File: src/rtl/bcd_arb_pkg.sv
// Shared types and defaults for the BCD converter arbiter.
// Latency: none (declarations only).
// Backpressure: none (declarations only).
//
// Contents: FSM state encoding (3 bit), default widths, and a helper
// that turns a decimal digit count into a packed-BCD bus width.
package bcd_arb_pkg;

  localparam int DEF_N_REQ  = 3;
  localparam int DEF_BIN_W  = 16;
  localparam int DEF_DIGITS = 5;

  typedef enum logic [2:0] {
    ST_IDLE    = 3'd0,
    ST_LOAD    = 3'd1,
    ST_WAIT    = 3'd2,
    ST_CAPTURE = 3'd3,
    ST_CLEAR   = 3'd4
  } arb_state_t;

  // Four bits per decimal digit.
  function automatic int bcd_width(input int digits);
    return 4 * digits;
  endfunction

  localparam int DEF_BCD_W = bcd_width(DEF_DIGITS);

endpackage

File: src/rtl/bcd_conv_arbiter_rr_arbiter.sv
// Round-robin pick: first set request at or after ptr, wrapping at N.
// Latency: purely combinational, no registers.
// Backpressure: none; gnt_vld is low when no request is set.
//
// Ports:
//   req      in   N    request vector
//   ptr      in   IW   highest-priority index, must be < N
//   gnt_oh   out  N    one-hot winner (all zero when gnt_vld=0)
//   gnt_idx  out  IW   winner index
//   gnt_vld  out  1    at least one request set
module rr_arbiter #(
  parameter int N  = 3,
  parameter int IW = (N > 1) ? $clog2(N) : 1
) (
  input  logic [N-1:0]  req,
  input  logic [IW-1:0] ptr,
  output logic [N-1:0]  gnt_oh,
  output logic [IW-1:0] gnt_idx,
  output logic          gnt_vld
);

  always_comb begin
    int cand;
    cand    = 0;
    gnt_oh  = '0;
    gnt_idx = '0;
    gnt_vld = 1'b0;
    // Walk the ring starting at ptr; the first hit wins.
    for (int off = 0; off < N; off++) begin
      cand = (int'(ptr) + off) % N;
      if (!gnt_vld && req[IW'(cand)]) begin
        gnt_vld             = 1'b1;
        gnt_idx             = IW'(cand);
        gnt_oh[IW'(cand)]   = 1'b1;
      end
    end
  end

endmodule

File: src/rtl/bcd_conv_arbiter.sv
// Shares one binary-to-BCD converter among N_REQ requesters, round-robin.
// Latency: REQ in IDLE at t -> CONV_INIT at t+1; ACK one cycle after CONV_DONE is seen.
// Backpressure: REQ is a level held until ACK; one job in flight, others wait in IDLE.
//
// Optional feature macro: BCD_ARB_TIMEOUT_EN (WAIT watchdog, TIMEOUT_CYC cycles).
// Ports:
//   CLK, RST_N              clock, async active-low reset
//   REQ[N_REQ], BIN_IN      requests and flattened operands (slice i = BIN_IN[i*BIN_W +: BIN_W])
//   GNT, ACK                one-hot grant (grant..CLEAR), one-cycle ACK with valid BCD_OUT
//   BCD_OUT, BUSY, ERR      held result, not-IDLE flag, timeout pulse with ACK
//   CONV_BIN/INIT/CLR       converter operand, start pulse, return-to-start pulse
//   CONV_DONE, CONV_BCD     converter done level and result
module bcd_conv_arbiter
  import bcd_arb_pkg::*;
#(
  parameter int N_REQ       = DEF_N_REQ,
  parameter int BIN_W       = DEF_BIN_W,
  parameter int BCD_W       = DEF_BCD_W,
  parameter int TIMEOUT_CYC = 64
) (
  input  logic                   CLK,
  input  logic                   RST_N,
  input  logic [N_REQ-1:0]       REQ,
  input  logic [N_REQ*BIN_W-1:0] BIN_IN,
  output logic [N_REQ-1:0]       GNT,
  output logic [N_REQ-1:0]       ACK,
  output logic [BCD_W-1:0]       BCD_OUT,
  output logic                   BUSY,
  output logic                   ERR,
  output logic [BIN_W-1:0]       CONV_BIN,
  output logic                   CONV_INIT,
  output logic                   CONV_CLR,
  input  logic                   CONV_DONE,
  input  logic [BCD_W-1:0]       CONV_BCD
);

  localparam int IW = (N_REQ > 1) ? $clog2(N_REQ) : 1;

  arb_state_t       state_q, state_d;
  logic [IW-1:0]    ptr_q, win_q;
  logic [N_REQ-1:0] gnt_q;
  logic [BIN_W-1:0] bin_q;
  logic [BCD_W-1:0] bcd_q;
  logic             err_q;

  logic [N_REQ-1:0] pick_oh;
  logic [IW-1:0]    pick_idx;
  logic             pick_vld;
  logic [BIN_W-1:0] pick_bin;
  logic             tmo_hit;

  rr_arbiter #(.N(N_REQ), .IW(IW)) u_rr (
    .req     (REQ),
    .ptr     (ptr_q),
    .gnt_oh  (pick_oh),
    .gnt_idx (pick_idx),
    .gnt_vld (pick_vld)
  );

  // Operand mux driven by the one-hot pick.
  always_comb begin
    pick_bin = '0;
    for (int i = 0; i < N_REQ; i++) begin
      if (pick_oh[i]) pick_bin = BIN_IN[i*BIN_W +: BIN_W];
    end
  end

`ifdef BCD_ARB_TIMEOUT_EN
  localparam int CW = $clog2(TIMEOUT_CYC + 1);
  logic [CW-1:0] tmo_cnt_q;

  // Held at zero outside WAIT, so it restarts on every WAIT entry.
  always_ff @(posedge CLK or negedge RST_N) begin
    if (!RST_N)                 tmo_cnt_q <= '0;
    else if (state_q != ST_WAIT) tmo_cnt_q <= '0;
    else                         tmo_cnt_q <= tmo_cnt_q + CW'(1);
  end

  // Fires on the TIMEOUT_CYC-th WAIT cycle without done.
  assign tmo_hit = (state_q == ST_WAIT) && !CONV_DONE &&
                   (tmo_cnt_q == CW'(TIMEOUT_CYC - 1));
`else
  logic unused_tmo;
  assign unused_tmo = ^TIMEOUT_CYC;
  assign tmo_hit    = 1'b0;
`endif

  always_ff @(posedge CLK or negedge RST_N) begin
    if (!RST_N) state_q <= ST_CLEAR;
    else        state_q <= state_d;
  end

  always_comb begin
    state_d = state_q;
    case (state_q)
      ST_IDLE:    if (pick_vld) state_d = ST_LOAD;
      ST_LOAD:    state_d = ST_WAIT;
      ST_WAIT:    if (CONV_DONE || tmo_hit) state_d = ST_CAPTURE;
      ST_CAPTURE: state_d = ST_CLEAR;
      ST_CLEAR:   state_d = ST_IDLE;
      default:    state_d = ST_CLEAR;
    endcase
  end

  // Result is registered on the WAIT->CAPTURE edge so that BCD_OUT is
  // already valid during the CAPTURE cycle in which ACK is raised.
  always_ff @(posedge CLK or negedge RST_N) begin
    if (!RST_N) begin
      ptr_q <= '0;
      win_q <= '0;
      gnt_q <= '0;
      bin_q <= '0;
      bcd_q <= '0;
      err_q <= 1'b0;
    end else begin
      case (state_q)
        ST_IDLE: begin
          if (pick_vld) begin
            gnt_q <= pick_oh;
            win_q <= pick_idx;
            bin_q <= pick_bin;
          end
        end
        ST_WAIT: begin
          if (CONV_DONE) begin
            bcd_q <= CONV_BCD;
            err_q <= 1'b0;
          end else if (tmo_hit) begin
            bcd_q <= '1;
            err_q <= 1'b1;
          end
        end
        ST_CAPTURE: begin
          ptr_q <= (win_q == IW'(N_REQ - 1)) ? '0 : win_q + IW'(1);
        end
        ST_CLEAR: begin
          gnt_q <= '0;
          err_q <= 1'b0;
        end
        default: ;
      endcase
    end
  end

  assign GNT       = gnt_q;
  assign ACK       = (state_q == ST_CAPTURE) ? gnt_q : '0;
  assign ERR       = (state_q == ST_CAPTURE) && err_q;
  assign BCD_OUT   = bcd_q;
  assign CONV_BIN  = bin_q;
  assign BUSY      = (state_q != ST_IDLE);
  assign CONV_INIT = (state_q == ST_LOAD);
  assign CONV_CLR  = (state_q == ST_CLEAR);

endmodule

File: config.mk
export PLATFORM = sky130hd
export DESIGN_NAME = bcd_conv_arbiter
export DESIGN_NICKNAME = d
export VERILOG_FILES = /design/src/rtl/bcd_arb_pkg.sv /design/src/rtl/bcd_conv_arbiter_rr_arbiter.sv /design/src/rtl/bcd_conv_arbiter.sv
export SDC_FILE = /design/constraint.sdc
export NUM_CORES = 1
export LEC_CHECK = 0
export BUFFER_PORTS_ARGS = -buffer_cell sky130_fd_sc_hd__buf_2
export CAP_MARGIN = 20
export CORE_ASPECT_RATIO = 1.1
export CORE_UTILIZATION = 52
export DETAILED_ROUTE_END_ITERATION = 8
export PLACE_DENSITY = 0.86
export SKIP_LAST_GASP = 1
export SYNTH_ARGS = -nofsm -noshare
export SYNTH_HDL_FRONTEND = slang
export SYNTH_SLANG_ARGS = --single-unit
File: constraint.sdc
create_clock -name CLK -period 3.7 [get_ports CLK]
set_clock_uncertainty 0.1 [all_clocks]
set_input_delay 0.37 -clock CLK [delete_from_list [all_inputs] [get_ports CLK]]
set_output_delay 0.37 -clock CLK [all_outputs]
set_load 0.01 [all_outputs]
==> results of run 1 <==
[layout by cell type, fill, tap and decap left out, types with 2 or more instances in the layout]
| master | n |
|---|---|
| nand2_1 | 35 |
| nand3_1 | 2 |
| mux2_2 | 20 |
| buf_4 | 3 |
| ha_1 | 4 |
| and2_1 | 3 |
| o21ai_1 | 3 |
| dfrtp_1 | 45 |
| nand2b_1 | 2 |
| clkbuf_8 | 5 |
| mux2i_1 | 3 |
| a211oi_1 | 16 |
| nor2b_1 | 5 |
| a21oi_1 | 2 |
| inv_1 | 20 |
| or2_2 | 16 |
| buf_2 | 118 |
| nor2_1 | 4 |
| o21ai_0 | 23 |
| nand4_1 | 16 |
| o211ai_1 | 33 |
| clkinvlp_4 | 2 |
| nand3b_1 | 5 |
[kinds of logic after synthesis]
group / Yosys count / synth area share
compound gates: 90 / 0.2301
other cells: 1 / 0.001313
simple gates: 95 / 0.1854
mux: 23 / 0.08940
flops: 46 / 0.4036
buf+inv: 41 / 0.06617
fa+ha+maj: 5 / 0.02104
xor+xnor: 1 / 0.003068
[area by class of cell]
type,instances,area share
multi-input cells,215,0.4244
well taps,72,0.02525
inverters,20,0.02105
clock inverters,3,0.006664
repair buffers,123,0.1803
clock buffers,5,0.01929
flip-flops and latches,46,0.3230
[Yosys cell counts, drive strengths merged, types with 4 or more instances]
library cell,instances
dfrtp,45
nand2,35
o211ai,35
o21ai,26
inv,20
mux2,20
a211oi,16
nand4,16
or2,16
buf,11
clkbuf,10
nand3b,5
nor2b,5
ha,4
nor2,4
[worst register-to-register path, cell delays in order, from the launching register on]
cell	delay (ps)
dfrtp_1	410
inv_1	110
ha_1	310
buf_4	260
mux2i_1	290
a2bb2oi_2	310
a31o_2	560
a21oi_1	90
a31o_1	200
[worst paths after layout]
kind | endpoint | cells past startpoint
max | GNT[1]$_DFFE_PN0P_ | 8
min | BCD_OUT[14]$_DFFE_PN0P_ | 2
max reg2reg | GNT[1]$_DFFE_PN0P_ | 8
min reg2reg | BCD_OUT[14]$_DFFE_PN0P_ | 1
max in group asynchronous | state_q[2]$_DFFE_PN1P_ | 3
min in group asynchronous | CONV_BIN[13]$_DFFE_PN0P_ | 2
[layer usage]
layer,routed length (um),track usage,up-vias
li1,-,-,1318
met1,3069,0.3344,1299
met2,3662,0.4542,158
met3,650,0.05556,15
met4,129,0.1137,0
met5,0,0,-
[per-stage QoR]
stage	std cells	power [uW]
finish	484	2888
global route	484	3117
CTS	482	2891
detailed placement	474	2566
global placement	474	2498
floorplan	302	2117
[registers in the layout, indices dropped and copies added (netlist names)]
register / count
CONV_BIN: 16
ptr_q: 2
BCD_OUT: 20
state_q: 3
GNT: 3
win_q: 2
[report_power, final]
part	internal [uW]	leakage, uW	switching [uW]
combinational	666	0.00102	1020
sequential	738	0.000571	142
clock	135	0.0000408	185
total	1540	0.00163	1350
==> run_results.csv, run 1 <==
group,metric,value,unit
sta,slew_violations,0,
yosys,yosys_warnings,0,
drt,final_antenna_net_count,0,
setup_path,path_max_fanout,25,
placement,dp_hpwl,5403,um
power,ir_worst_vdd,428.9,uV
sta,holdWs,192.2,ps
yosys,syn-num-nets,380,
cells_and_area,drive_gt1_frac,0.4345,
outcome,outcome,"completed",
cts,ctsLongestPathBuffers,2,
setup_path,crit_type,"flop to flop",
die,initial_core_util,0.5560,
cts,postCtsSetupRepairBufs,0,
setup_path,arrival,2840,ps
sta,fmax,365.5,MHz
cts,htreeDepth,2,
run,maxCapViolations,0,
drt,via_count,2790,
yosys,yosysUniqueCellTypes,47,
die,fp.dieW,72.65,um
drt,drt-wirelength-per-cell,15.52,um
sta,fin_tns_setup,0,ps
cells_and_area,layout.nets,489,
sta,timing.final.crit_period,2736,ps
cells_and_area,areaGrowthSynthToFinish,24.93,%
cts,cts.root.buffer_cell,"clkbuf_8",
placement,port_buffers,118,
die,die_h,79.72,um
setup_path,crit_required,3800,ps
power,p_per_area,809.7,nW/um^2
yosys,ys.flop_type,"dfrtp_1",
global_route,grt_pass1_wl,12160,um
sta,rsz0062_at_grt,"false",
setup_path,worstPathCellList,"inv_1, ha_1, buf_4, mux2i_1, a2bb2oi_2, a31o_2, a21oi_1, a31o_1",
global_route,overflow,0,
placement,place_congestion,0.8343,
yosys,yosys.area.top_type,"dfrtp_1",
die,coreArea,5135,sq um
placement,place_ws,986.0,ps
drt,vias_per_cell,5.764,
yosys,synth-edff-count,0,
placement,place_area,3445,sq um
setup_path,crit_family,"compound AO/OA/AOI/OAI gates",
drt,wirelength,7512,um
drt,first_pass_iters,5,
setup_path,crit_buf_inv,2,
yosys,seq_area_frac_synth,0.4036,
cts,clk_latency,300,ps
die,fp-row-count,27,
sta,maxSlewHeadroom,0.4891,
cells_and_area,n_antenna_cell,0,
hold_path,worstHoldPathType,"input port to flop",
setup_path,rrSetupSlack,960,ps
setup_path,worstReg2RegStart,"ptr_q[1]$_DFFE_PN0N_",
sta,fin_ws,963.9,ps
sta,tightestPinTransition,763.9,ps
cells_and_area,multi_input_area,1514,sq um
global_route,gr-usage-all-layers,0.2701,
cts,clk_pin_slew_worst_paths,90,ps
cts,cts_tree,"yes",
yosys,synth-seq-cells,46,
hold_path,hp-start,"CONV_BCD[14]",
yosys,synth_area,2855,sq um
global_route,grt_pass1_vias,2620,
yosys,syn-instance-count,302,
drt,drt-initial-drc-count,179,
cts,cts_hold_buf,0,
global_route,antenna_found_initial,0,
setup_path,crit_path_start,"ptr_q[1]$_DFFE_PN0N_",
cells_and_area,final_util,0.6947,
cells_and_area,design_area,3567,sq um
cells_and_area,fillers,403,
die,ios,120,
yosys,synthTopCellsByArea,"dfrtp_1 (39%), o211ai_1 (8.7%), mux2_2 (7.9%), nand2_1 (4.6%), a211oi_1 (4.2%)",
power,p_leak,0.001629,uW
cts,cts_resized,0,
cts,cts_buffers,5,
yosys,synth_top_cell_area_share,0.3944,
cells_and_area,seq_area,1152,sq um
setup_path,critPathMaxStageDelay,560,ps
die,fp.dieArea,5791,sq um
setup_path,critPathSlowestCell,"a31o_2",
sta,fin_crit_sh,0.7395,
drt,drc,0,
sta,hold_viol_final,0,
cts,clkSinkCount,46,
setup_path,startpoint_type,"flop",
setup_path,crit_path_end_kind,"flop",
yosys,async_flop_share,1.000,
sta,finalSetupViolCount,0,
yosys,synth_area_per_cell,9.454,sq um
global_route,grt_max_degree,47,
Power figures use the tool's default switching activity.
==> inputs of run 2 (changes only) <==
--- a/config.mk
+++ b/config.mk
@@ -5,12 +5,13 @@
 export SDC_FILE = /design/constraint.sdc
 export NUM_CORES = 1
 export LEC_CHECK = 0
+export ABC_AREA = 1
 export BUFFER_PORTS_ARGS = -buffer_cell sky130_fd_sc_hd__buf_2
 export CAP_MARGIN = 20
 export CORE_ASPECT_RATIO = 1.1
-export CORE_UTILIZATION = 52
+export CORE_UTILIZATION = 42
 export DETAILED_ROUTE_END_ITERATION = 8
-export PLACE_DENSITY = 0.86
+export PLACE_DENSITY = 0.76
 export SKIP_LAST_GASP = 1
 export SYNTH_ARGS = -nofsm -noshare
 export SYNTH_HDL_FRONTEND = slang
==> constraint.sdc (replaced) <==
create_clock -name CLK -period 2.35 [get_ports CLK]
set_clock_uncertainty 0.1 [all_clocks]
set_input_delay 0.235 -clock CLK [delete_from_list [all_inputs] [get_ports CLK]]
set_output_delay 0.235 -clock CLK [all_outputs]
set_load 0.01 [all_outputs]
==> run 2 against run 1 <==
- non-clock buffer count grew 1
- flip-flop and latch count stayed put
- sequential share of layout area increased by 2.9 points
- synthesized cell count decreased by 1.7%
- largest power group unchanged
- register-to-register slack worse by 740 ps
- core utilization down 13 points
- first-iteration DRC count shrank 53%
- worst hold slack got worse by 130 ps
==> run_results.csv, run 2 <==
group,metric,value,unit
outcome,outcome,"completed",
die,die_h,83.86,um
setup_path,rrSetupSlack,220,ps
sta,hold_viol_final,0,
setup_path,crit_path_start,"ptr_q[0]$_DFFE_PN0N_",
cts,clkSinkCount,46,
yosys,async_flop_share,1.000,
cells_and_area,fillers,551,
die,ios,120,
drt,final_antenna_net_count,0,
cts,clk_latency,300,ps
cts,htreeDepth,2,
die,fp.dieArea,6409,sq um
sta,fin_tns_setup,0,ps
setup_path,crit_required,2450,ps
drt,wirelength,6027,um
setup_path,path_common_cell,"nand2_1",
setup_path,arrival,2220,ps
yosys,yosys_warnings,0,
setup_path,critPathMaxStageDelay,380,ps
yosys,synthTopCellsByArea,"dfrtp_1 (44%), nand2_1 (11%), mux2_2 (8.8%), nor2_1 (6.0%), nand3_2 (5.1%)",
yosys,yosysUniqueCellTypes,28,
yosys,synth_area_per_cell,8.615,sq um
setup_path,worstPathCellList,"inv_1, ha_1, inv_2, nand2_2, nand3_2, nand2_2, inv_2, nand4_2, nand2_4, inv_6, nand3_1, nand2_1, nand2_1, nand2_1",
sta,fin_crit_sh,0.9045,
cts,cts_tree,"yes",
die,coreArea,5806,sq um
run,maxCapViolations,0,
drt,first_pass_iters,4,
yosys,synth_area,2559,sq um
power,p_per_area,1327,nW/um^2
die,initial_core_util,0.4407,
setup_path,r2r_cells,14,
setup_path,crit_path_end_kind,"flop",
sta,fin_ws,224.4,ps
setup_path,path_max_fanout,17,
placement,port_buffers,118,
cts,cts_hold_buf,1,
hold_path,min_to,"BCD_OUT[11]$_DFFE_PN0P_",
global_route,gr-usage-all-layers,0.2000,
sta,timing.final.crit_period,2126,ps
cts,cts_resized,0,
placement,place_ws,234.5,ps
yosys,synth-seq-cells,46,
sta,fmax,470.5,MHz
yosys,yosysMostFrequentCell,"nand2_1",
global_route,grt_pass1_wl,10140,um
setup_path,r2r_end,"CONV_BIN[6]$_DFFE_PN0P_",
sta,rsz0062_at_grt,"false",
sta,finalSetupViolCount,0,
cells_and_area,n_antenna_cell,0,
drt,drc,0,
drt,drt-wirelength-per-cell,12.18,um
cells_and_area,largest_reg_flops,20,
sta,maxSlewHeadroom,0.6132,
yosys,syn-instance-count,297,
hold_path,min_path_cells,2,
global_route,antenna_found_initial,0,
cts,clk_pin_slew_worst_paths,90,ps
cts,cts_buffers,5,
die,fp.dieW,76.42,um
drt,drt-initial-drc-count,84,
yosys,syn-num-nets,375,
hold_path,hp-start,"CONV_BCD[11]",
power,ir_worst_vdd,674.7,uV
cells_and_area,layout.nets,495,
cts,ctsLongestPathBuffers,2,
die,fp-row-count,29,
sta,slew_violations,0,
setup_path,crit_type,"flop to flop",
placement,dp_hpwl,4622,um
yosys,synth-edff-count,0,
yosys,yosys.area.top_type,"dfrtp_1",
global_route,grt_pass1_vias,2323,
cells_and_area,layout_commonest_cell,"buf_2",
cts,postCtsSetupRepairBufs,0,
setup_path,worstReg2RegStart,"ptr_q[0]$_DFFE_PN0N_",
placement,place_area,3161,sq um
cells_and_area,final_cell_mix,"buf_2 (118), nand2_1 (77), dfrtp_1 (45)",
global_route,grt_max_degree,47,
power,p_leak,0.001846,uW
cells_and_area,design_area,3276,sq um
global_route,overflow,0,
drt,via_count,2366,
yosys,seq_area_frac_synth,0.4504,
yosys,synth_top_cell_area_share,0.4401,
hold_path,worstHoldPathType,"input port to flop",
yosys,ys.flop_type,"dfrtp_1",
cts,cts.root.buffer_cell,"clkbuf_8",
drt,vias_per_cell,4.780,
setup_path,critPathSlowestCell,"dfrtp_1",
cells_and_area,drive_gt1_frac,0.4330,
sta,tightestPinTransition,580.2,ps
setup_path,startpoint_type,"flop",
cells_and_area,areaGrowthSynthToFinish,28.02,%
placement,place_congestion,0.8622,
yosys,synthTopCellsByCount,"nand2_1 (77), dfrtp_1 (45), nor2_1 (41)",
[run 2: cell count changes after synthesis, moves of 6 or more]
cell,delta
nand2_1,+42
nor2_1,+37
o211ai_1,-32
a211oi_1,-16
or2_2,-16
a21oi_1,+15
nand3_1,+15
o21ai_0,-15
nand4_1,-13
nand3_2,+12
clkbuf_1,-9
nand2_2,+6
[run 2: worst max path at each step]
stage	end	slack, ps	cells after the start
6_report	CONV_BIN[6]$_DFFE_PN0P_	220	14
5_1_grt	CONV_BIN[5]$_DFFE_PN0P_	10	15
4_1_cts	CONV_BIN[6]$_DFFE_PN0P_	220	14
3_5_place_dp	CONV_BIN[6]$_DFFE_PN0P_	230	14
3_3_place_gp	CONV_BIN[14]$_DFFE_PN0P_	320	14
2_1_floorplan	CONV_BIN[10]$_DFFE_PN0P_	410	15
[run 2: critical path: cells and delay by family (launching register included)]
kind,cells,cell delay [ps]
and+or+nand+nor,9,760
buffers and inverters,4,410
DFF,1,380
adders and majority gates,1,380
[run 2: where the power goes]
part	internal, uW	total, uW	switching [uW]
combinational	963	2470	1510
sequential	1150	1330	181
clock	270	542	272
total	2380	4350	1960
[run 2: metal layers]
metal	routed length [um]	global-route usage
met5	0	0
met3	493	0.06448
met4	80	0.06643
met1	2484	0.2341
met2	2968	0.3440
[run 2: cell families after synthesis]
group	Yosys count	share of synthesized area
DFF	46	0.4504
muxes	20	0.08802
buffers and inverters	36	0.08656
and+or+nand+nor	162	0.2973
AOI/OAI and AO/OA	28	0.05672
adders and majority gates	4	0.01956
other	1	0.001466
[run 2: through the flow]
stage / hold WS [ps] / utilization / std cells / power, uW
floorplan: -160.6 / - / 297 / 3320
global placement: 260.2 / 0.5444 / 486 / 3763
detailed placement: 263.2 / 0.5444 / 486 / 3834
CTS: 50.36 / 0.5642 / 495 / 4394
global route: 44.21 / 0.5642 / 495 / 4748
finish: 60.91 / 0.5642 / 495 / 4346
[run 2: final cells by class]
| class | instances | area [sq um] | area share |
|---|---|---|---|
| multi-input cells | 215 | 1185 | 0.3617 |
| flip-flops and latches | 46 | 1152 | 0.3518 |
| repair buffers | 124 | 638.1 | 0.1948 |
| inverters | 25 | 98.84 | 0.03018 |
| clock buffers | 7 | 96.34 | 0.02941 |
| well taps | 77 | 96.34 | 0.02941 |
| clock inverters | 1 | 8.758 | 0.002674 |
